<file path="config.mk">
export PLATFORM = sky130hd
export DESIGN_NAME = half_subtractor
export DESIGN_NICKNAME = d
export VERILOG_FILES = /design/src/rtl/half_subtractor_pkg.sv /design/src/rtl/half_subtractor_half_sub_cell.sv /design/src/rtl/half_subtractor.sv
export SDC_FILE = /design/constraint.sdc
export NUM_CORES = 1
export LEC_CHECK = 0
export CAP_MARGIN = 40
export CORE_AREA = 3 3 40 42
export CTS_BUF_LIST = sky130_fd_sc_hd__clkbuf_4 sky130_fd_sc_hd__clkbuf_8
export CTS_CLUSTER_SIZE = 20
export DETAILED_ROUTE_END_ITERATION = 8
export DIE_AREA = 0 0 43 45
export PLACE_DENSITY_LB_ADDON = 0.15
export SLEW_MARGIN = 20
export SYNTH_ARGS = -nofsm -noshare
export SYNTH_HDL_FRONTEND = slang
export SYNTH_SLANG_ARGS = --single-unit
</file>
<file path="constraint.sdc">
create_clock -name clk -period 1 [get_ports clk]
set_input_delay 0.15 -clock clk [delete_from_list [all_inputs] [get_ports clk]]
set_output_delay 0.15 -clock clk [all_outputs]
set_load 0.005 [all_outputs]
</file>
<file path="src/rtl/half_subtractor_pkg.sv">
// Shared lane arithmetic for the registered half subtractor.
// Holds the one-bit truth function and the borrow popcount.
package half_subtractor_pkg;

    localparam int MAX_WIDTH = 64;
    localparam int MAX_CNT_W = 7;

    typedef struct packed {
        logic d;
        logic bout;
    } lane_result_t;

    function automatic lane_result_t lane_sub(input logic a, input logic bin);
        lane_result_t r;
        r.d    = a ^ bin;
        r.bout = ~a & bin;
        return r;
    endfunction

    // Callers zero-extend narrower vectors to MAX_WIDTH before counting.
    function automatic logic [MAX_CNT_W-1:0] popcount(input logic [MAX_WIDTH-1:0] v);
        logic [MAX_CNT_W-1:0] n;
        n = '0;
        for (int i = 0; i < MAX_WIDTH; i++) begin
            n = n + MAX_CNT_W'(v[i]);
        end
        return n;
    endfunction

endpackage

</file>
<file path="src/rtl/half_subtractor_half_sub_cell.sv">
// Purely combinational one-bit half subtractor cell.
module half_sub_cell
    import half_subtractor_pkg::*;
(
    input  logic a,
    input  logic bin,
    output logic d,
    output logic bout
);

    lane_result_t res;

    always_comb begin
        res  = lane_sub(a, bin);
        d    = res.d;
        bout = res.bout;
    end

endmodule

</file>
<file path="src/rtl/half_subtractor.sv">
// Registered, lane-parallel half subtractor with valid flag and borrow count.
// Lanes are independent; results appear one clock after an accepted beat.
module half_subtractor
    import half_subtractor_pkg::*;
#(
    parameter  int WIDTH = 1,
    localparam int CNT_W = $clog2(WIDTH + 1)
) (
    input  logic             clk,
    input  logic             rst,
    input  logic [WIDTH-1:0] a,
    input  logic [WIDTH-1:0] bin,
    input  logic             in_valid,
    output logic [WIDTH-1:0] d,
    output logic [WIDTH-1:0] bout,
    output logic             out_valid,
    output logic [CNT_W-1:0] bout_count
);

    logic [WIDTH-1:0]     d_next;
    logic [WIDTH-1:0]     bout_next;
    logic [MAX_WIDTH-1:0] bout_ext;

    for (genvar i = 0; i < WIDTH; i++) begin : g_lane
        half_sub_cell u_cell (
            .a    (a[i]),
            .bin  (bin[i]),
            .d    (d_next[i]),
            .bout (bout_next[i])
        );
    end

    always_comb begin
        bout_ext              = '0;
        bout_ext[WIDTH-1:0]   = bout_next;
    end

    // Data registers load only on accepted beats so idle-cycle inputs never leak through.
    always_ff @(posedge clk) begin
        if (rst) begin
            d          <= '0;
            bout       <= '0;
            bout_count <= '0;
            out_valid  <= 1'b0;
        end else begin
            out_valid <= in_valid;
            if (in_valid) begin
                d          <= d_next;
                bout       <= bout_next;
                bout_count <= CNT_W'(popcount(bout_ext));
            end
        end
    end

endmodule

</file>
* After elaboration in Yosys (flattened, before gate mapping) *
Index checks and enable logic that the tools add are counted.

storage, ports and cells
  register bits = 3
  bits of input ports = 5
  logic and storage cells = 6

operators by class
  bitwise operators = 3

operators by type and width
  operator       number
  $and A1 B1 Y1  1
  $not A1 Y1     1
  $xor A1 B1 Y1  1

* Depth between registers and ports, before layout *
Gate-level depths: netlist of run 1.

  word-level depth = 2
  depth in mapped cells = 4
  gate-level depth less buffers = 4

* Cells and area by module *
From an unflattened synthesis of run 1, not the netlist that was laid out.

second synthesis, totals
  cell total of the unflattened synthesis = 12
  area total of the unflattened synthesis = 121.4 um^2

modules (own cells, without submodules)
  module           instances  cells an instance  area an instance (um^2)  sequential area each (um^2)
  half_subtractor  1          9                  101.3                    60.1
  half_sub_cell    1          3                  20.0                     0.0

* Least setup slack after synthesis of run 1 *
OpenSTA, ideal clock, no wires.

  kind = input to register
  from = in a
  to = reg d
  arrival = 0.638 ns
  setup slack = 0.277 ns
  stages = 3
  path through = inv_1 > ha_1 > a211oi_1

on the way
  cells in the longest elaborated chain, start to end = 1

RTL lines
  item                    line                       RTL
  start: declaration      half_subtractor.sv:11      input logic [WIDTH-1:0] a,
  $xor A1 B1 Y1           half_subtractor_pkg.sv:15  r.d = a ^ bin;
  end signal: assignment  half_subtractor.sv:48      d <= d_next;
  end: declaration        half_subtractor.sv:14      output logic [WIDTH-1:0] d,

No other way between the ends.
A chain may end at the register's enable or synchronous reset.

==> metrics.txt, run 1 <==
core area=0.00128 mm2; Critical Path End=bout; clock sink total=3; Starting Density=0.0896; Crit path depth=1; gr ovfl total=0; Layout area overhead=118%; Max Freq=~1100 MHz; max_cap viols=0; worst rel slew slack=0.888; clk_skew=0 ns; placed cell count=33; final antenna-violating net count=0; vias in the first global route=111; first-pass GRT wire length=about 420 um; routability congestion estimate=0.601; Buf+Inv Stages, Crit Path=1; vias per cell=a little over 3; final hold vios=0; drt pass-1 iters=1; Startpoint Class=flip-flop; largest net degree at the start of global routing=5; clock tree buffer depth=2; cts hold-fix bufs=0; Placed Area=just over 200 um2; final wirelength=between 200 and 300 um; Synth warnings=0; final instance area=around 250 um2; CP arrival=about 0.8 ns; reg2reg end=d$_SDFFE_PP0P_; Non-Filler Instances=37; worst setup path start=bout_count$_SDFFE_PP0P_; Netlist Area Pre-Place=about 120 um2; pwr/cell area=~1700 mW/mm2; initial antenna violation count=0; slowest stage delay, CP=between 0.3 and 0.4 ns; CP endpoint kind=output pin; cell family with most CP delay=flip-flops; TritonCTS Buffers=3; Seq cells post-synth=3; critical path class=flip-flop to output pin; die span in x=about 43 um; r2r setup slk=around 0.38 ns; gr usage total=0.0382; Fill cells=143; Synth Instances=11; layout cell share with drive strength beyond 1=0.318; diode count=0; Post-CTS Resized=5; CP max-delay cell=dfxtp_2; RR Startpoint=d$_SDFFE_PP0P_; worst skew pair latency=between 0.2 and 0.25 ns; Power, Total=between 400 and 500 uW; Rows=13; worst-margin pin slew=roughly 0.17 ns; worst-path cell chain=dlygate4sd2_1; crit path max fanout=3; synth unique cells=8; die area=around 0.0019 mm2; Worst EP required=approximately 0.85 ns; post-CTS repair timing setup buffer count=0; initial drt markers=0; CTS tree=yes; Period Utilization, post-route=0.950; via count=113; VDD IR max=about 310 uV; final setup fails=0; multi-input logic area=~60 um2; Top Ports=9; average cell area after synthesis=10.5 um2; cells on worst reg2reg path=2; worst min-delay path class=flip-flop to flip-flop; P_leak=between 0.1 and 0.15 nW; post-synthesis sequential area ratio=0.522; Max Slew Vio Count=0; DRC=0; Register Area=roughly 61 um2; number of H-tree levels=1; clock-pin slew on the worst setup and hold paths=around 0.040 ns; worst slack at placement=-0.239 ns; nets=29; RSZ-0062 raised after global routing=no; fin worst setup slack=0.0497 ns; Post-Synthesis Net Count=17; outcome=finished clean; Avg WL per Cell=between 7 and 8 um; post-layout min period=about 0.95 ns; I/O Buffers=8; die height=approximately 45 um; clock root cell=clkbuf_4
## report_power, final
part | switching (mW) | internal [mW] | leakage [nW]
logic | 0.0184 | 0.0334 | 0.0687
registers | 0.00251 | 0.128 | 0.0253
clock network | 0.0662 | 0.177 | 0.0184
total | 0.0872 | 0.338 | 0.112
## metal layers
metal | wire [um] | GRT usage | up-vias
met3 | 45 | 0.0239 | 0
met1 | 127 | 0.0360 | 48
li1 | - | - | 58
met5 | 0 | 0 | -
met4 | 0 | 0.0723 | 0
met2 | 117 | 0.0389 | 7
## logic make-up after synthesis
kind of cell | share of synthesized area
buffers and inverters | 0.0978
adders and majority gates | 0.109
DFF | 0.522
AOI/OAI and AO/OA | 0.0652
muxes | 0.0870
and+or+nand+nor | 0.120
## cell usage in the layout (no fill, tap or decap)
cell type        n
a211oi_2         1
nor2b_1          1
inv_1            1
nor2_1           2
dlygate4sd2_1    3
clkbuf_4         4
dfxtp_1          2
clkdlybuf4s50_1  4
clkdlybuf4s15_1  1
mux2i_1          1
ha_4             1
dfxtp_2          1
## sequential cells by signal (all words and copies together), names as in the netlist
name and cells:
bout_count 1, d 1, out_valid 1
## area by class of cell
cell class | count | share of cell area
timing repair buffer | 8 | 0.303
sequential | 3 | 0.244
multi-input combinational | 6 | 0.244
clock buffer | 4 | 0.119
tap | 15 | 0.0746
inverter | 1 | 0.0149
## worst reg2reg max path, stage by stage, from the launching register on
cell      delay, ns
dfxtp_1        0.31
nor2_1         0.05
a211oi_2       0.18
## cells in the mapped netlist, drive strengths merged
cell type,instances,area share
mux2i,1,0.087
nor2b,1,0.054
nor2,2,0.065
dfxtp,3,0.52
inv,1,0.033
a211oi,1,0.065
buf,1,0.065
ha,1,0.11
## metrics by stage
step           utilization  setup TNS, ns  hold slack [ns]
6_report             0.196              0            0.484
4_1_cts              0.184              0            0.513
2_1_floorplan            -              0            0.222
3_5_place_dp         0.161         -0.369            0.497
3_3_place_gp         0.161         -0.341            0.496
5_1_grt              0.196              0            0.540
## how the worst min path moves through the flow
| stage | cells past startpoint | startpoint | endpoint |
|---|---|---|---|
| finish | 2 | bout_count$_SDFFE_PP0P_ | bout_count$_SDFFE_PP0P_ |
| global route | 2 | bout_count$_SDFFE_PP0P_ | bout_count$_SDFFE_PP0P_ |
| CTS | 2 | bout_count$_SDFFE_PP0P_ | bout_count$_SDFFE_PP0P_ |
| detailed placement | 2 | d$_SDFFE_PP0P_ | d$_SDFFE_PP0P_ |
| global placement | 2 | d$_SDFFE_PP0P_ | d$_SDFFE_PP0P_ |
| floorplan | 1 | rst | out_valid$_SDFF_PP0_ |
No activity file was read; power rests on OpenSTA's default activity.
==> run 2: changes to the inputs <==
Clock period 1 ns to 1.2 ns, I/O delays scaled along.
==> metrics.txt, run 2 (synthesized netlist as in run 1, its figures left out) <==
worst min-delay path class=flip-flop to flip-flop; Worst Hold Endpoint=d$_SDFFE_PP0P_; clock root cell=clkbuf_4; via count=between 100 and 150; most frequent cells in the layout=clkbuf_4, clkdlybuf4s50_1, dlygate4sd2_1; gr ovfl total=0; final hold slack=just under 0.5 ns; P_leak=~0.11 nW; Max Freq=just under 1000 MHz; worst rel slew slack=0.890; Register Area=60.1 um2; setup tns final=0 ns; largest net degree at the start of global routing=5; final instance area=231 um2; worst hold path depth=2; Top Ports=9; reg2reg end=d$_SDFFE_PP0P_; Period Utilization, post-route=0.853; drt pass-1 iters=2; core area=0.00128 mm2; post-layout min period=1.02 ns; Switch Pwr=67.0 uW; clock-pin slew on the worst setup and hold paths=about 0.040 ns; r2r setup slk=between 0.5 and 0.6 ns; Layout area overhead=101%; clock power share=0.583; nets=29; top flop regs=bout_count x1, d x1, out_valid x1; register share of total power=0.315; worst slack at placement=-0.0683 ns; gr usage total=0.0399; clock tree buffer depth=2; Avg WL per Cell=roughly 7.6 um; final antenna-violating net count=0; worst-path cell chain=clkdlybuf4s50_1 -> inv_1 -> ha_1 -> a211oi_1; routability congestion estimate=between 0.6 and 0.7; outcome=finished clean; CP arrival=1.17 ns; vias per cell=slightly above 3; final setup fails=0; worst-margin pin slew=around 0.16 ns; Net Sw Frac=0.195; Placed Area=between 200 and 250 um2; RSZ-0062 raised after global routing=no; Startpoint Class=input port; DRC=0; fin worst setup slack=~0.18 ns; TritonCTS Buffers=3; first-pass GRT wire length=around 460 um; die height=~45 um; number of H-tree levels=1; die span in x=~43 um; Int Pwr=approximately 280 uW; CP max-delay cell=clkdlybuf4s50_1; Max Slew Vio Count=0; worst skew pair latency=0.23 ns; pwr/cell area=about 1500 mW/mm2; final wirelength=~280 um; diode count=0; min-delay src=d$_SDFFE_PP0P_; I/O Buffers=8; VDD IR max=between 200 and 300 uV; Detail Placement HPWL=about 230 um; max_cap viols=0; crit path max fanout=1; Fill cells=approximately 150; clk_skew=0 ns; Starting Density=0.0896; vias in the first global route=120; CTS tree=yes; initial antenna violation count=0; clock sink total=3; RR Startpoint=d$_SDFFE_PP0P_; layout cell share with drive strength beyond 1=0.182; critical path class=input port to flip-flop; slowest stage delay, CP=0.45 ns; cells on worst reg2reg path=2; Worst EP required=between 1 and 1.5 ns; share of total power in combinational logic=0.102; Rows=13; initial drt markers=1; final hold vios=0; multi-input logic area=between 40 and 50 um2; die area=0.00194 mm2; CP endpoint kind=flip-flop
[run 2: cell types whose count changed in the layout (fill, tap and decap cells not counted)]
cell | before | now
a211oi_1 | 0 | 1
a211oi_2 | 1 | 0
clkdlybuf4s15_1 | 1 | 0
dfxtp_1 | 2 | 3
dfxtp_2 | 1 | 0
dlygate4sd2_1 | 3 | 4
ha_1 | 0 | 1
ha_4 | 1 | 0
[run 2: worst max-delay path by stage]
stage,start,end,cells after the start
floorplan,a,d$_SDFFE_PP0P_,3
global placement,a,d$_SDFFE_PP0P_,4
detailed placement,a,d$_SDFFE_PP0P_,4
CTS,a,d$_SDFFE_PP0P_,4
global route,a,d$_SDFFE_PP0P_,4
finish,a,d$_SDFFE_PP0P_,4
[run 2: power by group through the flow]
stage / sequential (mW) / clock (mW) / combinational (mW)
floorplan: 0.111 / 0 / 0.0106
global placement: 0.110 / 0 / 0.0407
detailed placement: 0.110 / 0 / 0.0408
CTS: 0.108 / 0.215 / 0.0363
global route: 0.109 / 0.219 / 0.0391
finish: 0.108 / 0.200 / 0.0352
[run 2: critical path: cells and delay by family]
kind / cells / cell delay, ns
AO/OA/AOI/OAI: 1 / 0.21
buffers and inverters: 2 / 0.49
adder cells (fa/ha/maj): 1 / 0.29
[run 2: area by class of cell]
cell class                 count  share of cell area
clock buffer                   4               0.130
inverter                       1              0.0162
multi-input combinational      6               0.189
sequential                     3               0.259
tap                           15              0.0811
timing repair buffer           8               0.324
[run 2: per-layer routing]
layer	wire length, um	vias up	GRT usage
met5	0	-	0
met4	0	0	0.0723
met3	38	0	0.0239
met2	126	7	0.0359
met1	117	51	0.0432
li1	-	57	-
[run 2: through the flow]
step / power, mW / utilization / instances
final: 0.344 / 0.180 / 37
after detailed placement: 0.151 / 0.161 / 33
after global placement: 0.151 / 0.161 / 33
after CTS: 0.360 / 0.180 / 37
after global routing: 0.367 / 0.180 / 37
after floorplan: 0.121 / - / 11
[run 2: repair_timing]
item                       4_1_cts  5_1_grt
setup buffers                    0        0
setup endpoints to repair        4        0
gates resized for setup          4        0
hold buffers                     0        0
